File: config.mk
export PLATFORM = sky130hd
export DESIGN_NAME = symbol_framer
export DESIGN_NICKNAME = d
export VERILOG_FILES = /design/src/rtl/symbol_framer.sv
export SDC_FILE = /design/constraint.sdc
export NUM_CORES = 1
export LEC_CHECK = 0
export ABC_AREA = 1
export CORE_MARGIN = 10
export CORE_UTILIZATION = 62
export CTS_CLUSTER_SIZE = 24
export DETAILED_ROUTE_END_ITERATION = 7
export DONT_BUFFER_PORTS = 1
export PLACE_DENSITY_LB_ADDON = 0.3
export SYNTH_ARGS = -nofsm -noshare
export SYNTH_HDL_FRONTEND = slang
export SYNTH_SLANG_ARGS = --single-unit
File: constraint.sdc
create_clock -name clk_bitstream -period 3.5 [get_ports clk_bitstream]
set_input_delay 0.7 -clock clk_bitstream [delete_from_list [all_inputs] [get_ports clk_bitstream]]
set_output_delay 0.7 -clock clk_bitstream [all_outputs]
set_load 0.01 [all_outputs]
File: src/rtl/symbol_framer.sv
// Packs a serial bitstream into 2/4/6/8-bit symbols with a valid/ready output
// and a symbol-rate clock phase-locked to the symbol boundaries.
module symbol_framer #(
    parameter int unsigned MAX_BPS   = 8,
    parameter int unsigned MODE_W    = 2,
    parameter bit          MSB_FIRST = 1'b1,
    localparam int unsigned BPS_W    = $clog2(MAX_BPS + 1)
) (
    input  logic               clk_bitstream,
    input  logic               rst_n,
    input  logic [MODE_W-1:0]  mod_type,
    input  logic               flush,
    input  logic               bit_in,
    input  logic               bit_valid,
    output logic               bit_ready,
    output logic [MAX_BPS-1:0] sym_out,
    output logic [BPS_W-1:0]   sym_bps,
    output logic               sym_valid,
    input  logic               sym_ready,
    output logic               clk_symbol,
    output logic [BPS_W-1:0]   bit_idx
);

    localparam int unsigned REQ_W = (MODE_W + 2 > BPS_W) ? MODE_W + 2 : BPS_W;

    logic [BPS_W-1:0]   bit_cnt, bit_cnt_next;
    logic [MAX_BPS-1:0] shift, shift_next;
    logic [BPS_W-1:0]   active_bps, active_bps_next;
    logic               primed, primed_next;
    logic [MAX_BPS-1:0] sym_out_next;
    logic [BPS_W-1:0]   sym_bps_next;
    logic               sym_valid_next;
    logic               clk_symbol_next;

    logic [REQ_W-1:0]   req_full;
    logic [BPS_W-1:0]   req_bps;
    logic [BPS_W-1:0]   eff_bps;
    logic [BPS_W-1:0]   bit_pos;
    logic [MAX_BPS-1:0] word;
    logic               last_bit;
    logic               acc;

    // Mode is only sampled when a new symbol starts (bit_cnt == 0).
    always_comb begin
        req_full  = (REQ_W'(mod_type) + REQ_W'(1)) << 1;
        req_bps   = (req_full > REQ_W'(MAX_BPS)) ? BPS_W'(MAX_BPS) : BPS_W'(req_full);
        eff_bps   = (bit_cnt == '0) ? req_bps : active_bps;
        last_bit  = (bit_cnt == eff_bps - BPS_W'(1));
        bit_pos   = MSB_FIRST ? (eff_bps - BPS_W'(1) - bit_cnt) : bit_cnt;
        word      = shift | (MAX_BPS'(bit_in) << bit_pos);
        bit_ready = ~sym_valid | sym_ready | ~last_bit;
        acc       = bit_valid & bit_ready & ~flush;
    end

    // Next-state: flush outranks accept; a completion overrides the handshake clear.
    always_comb begin
        bit_cnt_next    = bit_cnt;
        shift_next      = shift;
        active_bps_next = active_bps;
        primed_next     = primed;
        sym_out_next    = sym_out;
        sym_bps_next    = sym_bps;
        sym_valid_next  = sym_valid & ~sym_ready;

        if (flush) begin
            bit_cnt_next = '0;
            shift_next   = '0;
        end else if (acc) begin
            if (bit_cnt == '0) begin
                active_bps_next = eff_bps;
            end
            if (last_bit) begin
                sym_out_next   = word;
                sym_bps_next   = eff_bps;
                sym_valid_next = 1'b1;
                bit_cnt_next   = '0;
                shift_next     = '0;
                primed_next    = 1'b1;
            end else begin
                shift_next   = word;
                bit_cnt_next = bit_cnt + BPS_W'(1);
            end
        end

        clk_symbol_next = primed_next & (bit_cnt_next < (active_bps_next >> 1));
    end

    always_ff @(posedge clk_bitstream or negedge rst_n) begin
        if (!rst_n) begin
            bit_cnt    <= '0;
            shift      <= '0;
            active_bps <= BPS_W'(2);
            primed     <= 1'b0;
            sym_out    <= '0;
            sym_bps    <= '0;
            sym_valid  <= 1'b0;
            clk_symbol <= 1'b0;
        end else begin
            bit_cnt    <= bit_cnt_next;
            shift      <= shift_next;
            active_bps <= active_bps_next;
            primed     <= primed_next;
            sym_out    <= sym_out_next;
            sym_bps    <= sym_bps_next;
            sym_valid  <= sym_valid_next;
            clk_symbol <= clk_symbol_next;
        end
    end

    assign bit_idx = bit_cnt;

endmodule

==> results_dict.tcl <==
set metrics [dict create \
    status "finished clean" \
    max_slew_margin 0.8041 \
    ctsResizeCount 0 \
    powerDensity_nw_per_um2 985.1 \
    hold_viol_final 0 \
    synthesis.nets 227 \
    dp.final_hpwl_mm 2.720 \
    cts_setup_buffers 0 \
    worst-setup-path-type "reg2reg" \
    port_buffers 0 \
    routed_wl_mm 3.643 \
    synth-seq-cells 31 \
    grt_pass1_vias 1385 \
    drv_slew 0 \
    maxCapViolations 0 \
    clock_sink_count 31 \
    max_stage_delay_ns 0.47 \
    required_ns 3.77 \
    synthFlopType "dfrtp_1" \
    cts_buffers 5 \
    grt.total_usage 0.1455 \
    pin_count 27 \
    ys_types 28 \
    multi_input_area_um2 807.0 \
    worst_slew_pin_slew_ns 0.2931 \
    drtIter0Drc 83 \
    nets 235 \
    synth_top_area_cell "dfrtp_1" \
    cts_tree "yes" \
    crit_chain "inv_1 > ha_2 > nand2_2 > nand2_1 > nand2_2 > ha_1 > xnor2_1 > ha_1 > and3_1 > nand4_4 > nand3_4 > inv_4 > nand2_4 > nand2_2 > nor2_1 > ha_1 > a21oi_2" \
    synthDominantCellAreaShare 0.4301 \
    fin_ws_ns 0.2699 \
    cts_max_path_buffers 2 \
    period_needed_ns 3.230 \
    clock_latency_ns 0.34 \
    leakage_nw 0.9454 \
    antenna_left 0 \
    cp.arrival_ns 3.50 \
    async_flop_share 1.000 \
    synthCells 208 \
    cts_root_buf "clkbuf_4" \
    first_pass_iters 5 \
    skew_ns 0.006729 \
    grt_first_pass_wirelength_mm 6.182 \
    antenna_found_initial 0 \
    holdBufCountCts 0 \
    grt_setup_unrepaired "no" \
    route.detailed.drc 0 \
    clk_pin_slew_worst_paths_ns 0.10 \
    dp_slack_ns 0.2250 \
    gp_congestion 0.8214 \
    seqCellArea_um2 778.2 \
    fmax_ghz 0.3096 \
    avgSynthCellArea_um2 8.391 \
    slowest_stage "dfrtp_2" \
    fin_tns_setup_ns 0 \
    die-area_um2 5338 \
    setup_viol 0 \
    vdd_drop_max_mv 0.6809 \
    ctsHtreeMaxLevel 2 \
    grt_start_max_net_pins 32 \
    dr_total_vias 1384 \
    globalRoute.totalOverflow 0 \
    vias_per_cell 5.581 \
    min_period_over_period 0.9229 \
    die_w_um 73.06 \
    fin_cells 248 \
    cp-end-kind "flip-flop" \
    crit_path_start_kind "flip-flop" \
    synth_edf_count 0 \
    synth.area.top_cells "dfrtp_1 (43%), nand2_1 (11%), inv_1 (8.2%)" \
    ys_seq_area_frac 0.4452 \
    num_rows 19 \
    avgRoutedWirePerCell_um 14.69 \
    dp_cells 240 \
    coreArea_um2 2734 \
    antenna_cells 0 \
    drive_gt1_frac 0.1290 \
    die_h_um 73.06 \
    min_path_type "in2async" \
    start_util 0.6384 \
    ys_warn_count 0 \
    syn2layout_area_growth_pct 7.813 \
    fill_cells 211 \
    critPathMaxFanout 13 \
    syn-cell-area_um2 1745 \
]
==> where the power goes <==
group	leakage, nW	internal, W	switching, W
clock network	0.0482	0.000169	0.000127
registers	0.404	0.000462	0.0000967
logic	0.493	0.000362	0.000636
total	0.945	0.000993	0.000860
==> layer usage <==
| layer | track usage | share of wire | up-vias |
|---|---|---|---|
| met5 | 0 | 0 | - |
| met4 | 0.06962 | 0.020 | 0 |
| met3 | 0.08027 | 0.096 | 6 |
| met2 | 0.2245 | 0.45 | 40 |
| met1 | 0.1582 | 0.43 | 659 |
| li1 | - | - | 679 |
==> registers in the layout, summed over array words and instances, names as in the netlist <==
register	cells
clk_symbol	1
sym_bps	4
primed	1
bit_idx	4
sym_out	8
shift	8
active_bps	4
sym_valid	1
==> Yosys cell counts, types with 2 or more instances <==
master and number:
nand3_1 16, inv_1 38, xnor2_1 3, nand2_1 50
a21oi_1 9, buf_4 2, o21ai_1 14, nor2_1 3
nand2_2 6, o21bai_1 6, o21ai_0 6, dfrtp_1 30
ha_1 10
==> cell families (layout without fill, tap and decap cells) <==
group / after synthesis / after routing / synth area share
AND/OR/NAND/NOR: 83 / 83 / 0.2337
buffers and inverters: 41 / 50 / 0.09391
AO/OA/AOI/OAI: 38 / 38 / 0.1226
flip-flops: 31 / 31 / 0.4452
adder cells (fa/ha/maj): 11 / 11 / 0.08315
XOR/XNOR: 3 / 3 / 0.01506
multiplexers: 1 / 1 / 0.006451
==> final cells by class <==
| type | count | share of cell area |
|---|---|---|
| Clock buffer | 6 | 0.02726 |
| Clock inverter | 2 | 0.01862 |
| Inverter | 39 | 0.07912 |
| Multi-Input combinational cell | 136 | 0.4289 |
| Sequential cell | 31 | 0.4136 |
| Tap cell | 31 | 0.02061 |
| Timing Repair Buffer | 3 | 0.01197 |
==> worst paths after layout <==
kind	from	to	slack (ns)	depth (start not counted)
setup / recovery	bit_idx[1]$_DFF_PN0_	clk_symbol$_DFF_PN0_	0.27	17
hold / removal	rst_n	shift[2]$_DFFE_PN0P_	0.04	0
setup reg to reg	bit_idx[1]$_DFF_PN0_	clk_symbol$_DFF_PN0_	0.27	17
hold reg to reg	primed$_DFF_PN0_	primed$_DFF_PN0_	0.48	2
max in group asynchronous	rst_n	active_bps[1]$_DFF_PN1_	3.28	0
min in group clk_bitstream	sym_ready	sym_valid$_DFF_PN0_	0.45	1
==> metrics by stage <==
step	power [W]	area, um2	utilization	hold WS (ns)
2_1_floorplan	0.001341	1745	-	0.4044
3_3_place_gp	0.001516	1792	0.6554	0.4056
3_5_place_dp	0.001547	1792	0.6554	0.4054
4_1_cts	0.001848	1878	0.6870	0.03600
5_1_grt	0.002053	1882	0.6883	0.01368
6_report	0.001854	1882	0.6883	0.04152
==> worst max-delay path, delay by kind of cell (launching register included) <==
kind | cells | cell delay (ns)
adders and majority gates | 4 | 1.03
DFF | 1 | 0.47
xor gates and xnor gates | 1 | 0.13
buffers and inverters | 2 | 0.17
and+or+nand+nor | 9 | 1.24
AOI/OAI and AO/OA | 1 | 0.13
==> cells in the final DEF, fill, tap and decap left out, types with 3 or more instances in the layout <==
master,instances
o21ai_1,14
nor2_1,3
nand2_1,50
a21oi_1,9
nand2_2,6
clkbuf_4,5
xnor2_1,3
nand3_1,16
inv_1,38
ha_1,9
dfrtp_1,29
buf_4,3
o21ai_0,6
o21bai_1,6
(Power assumes the default switching activity.)
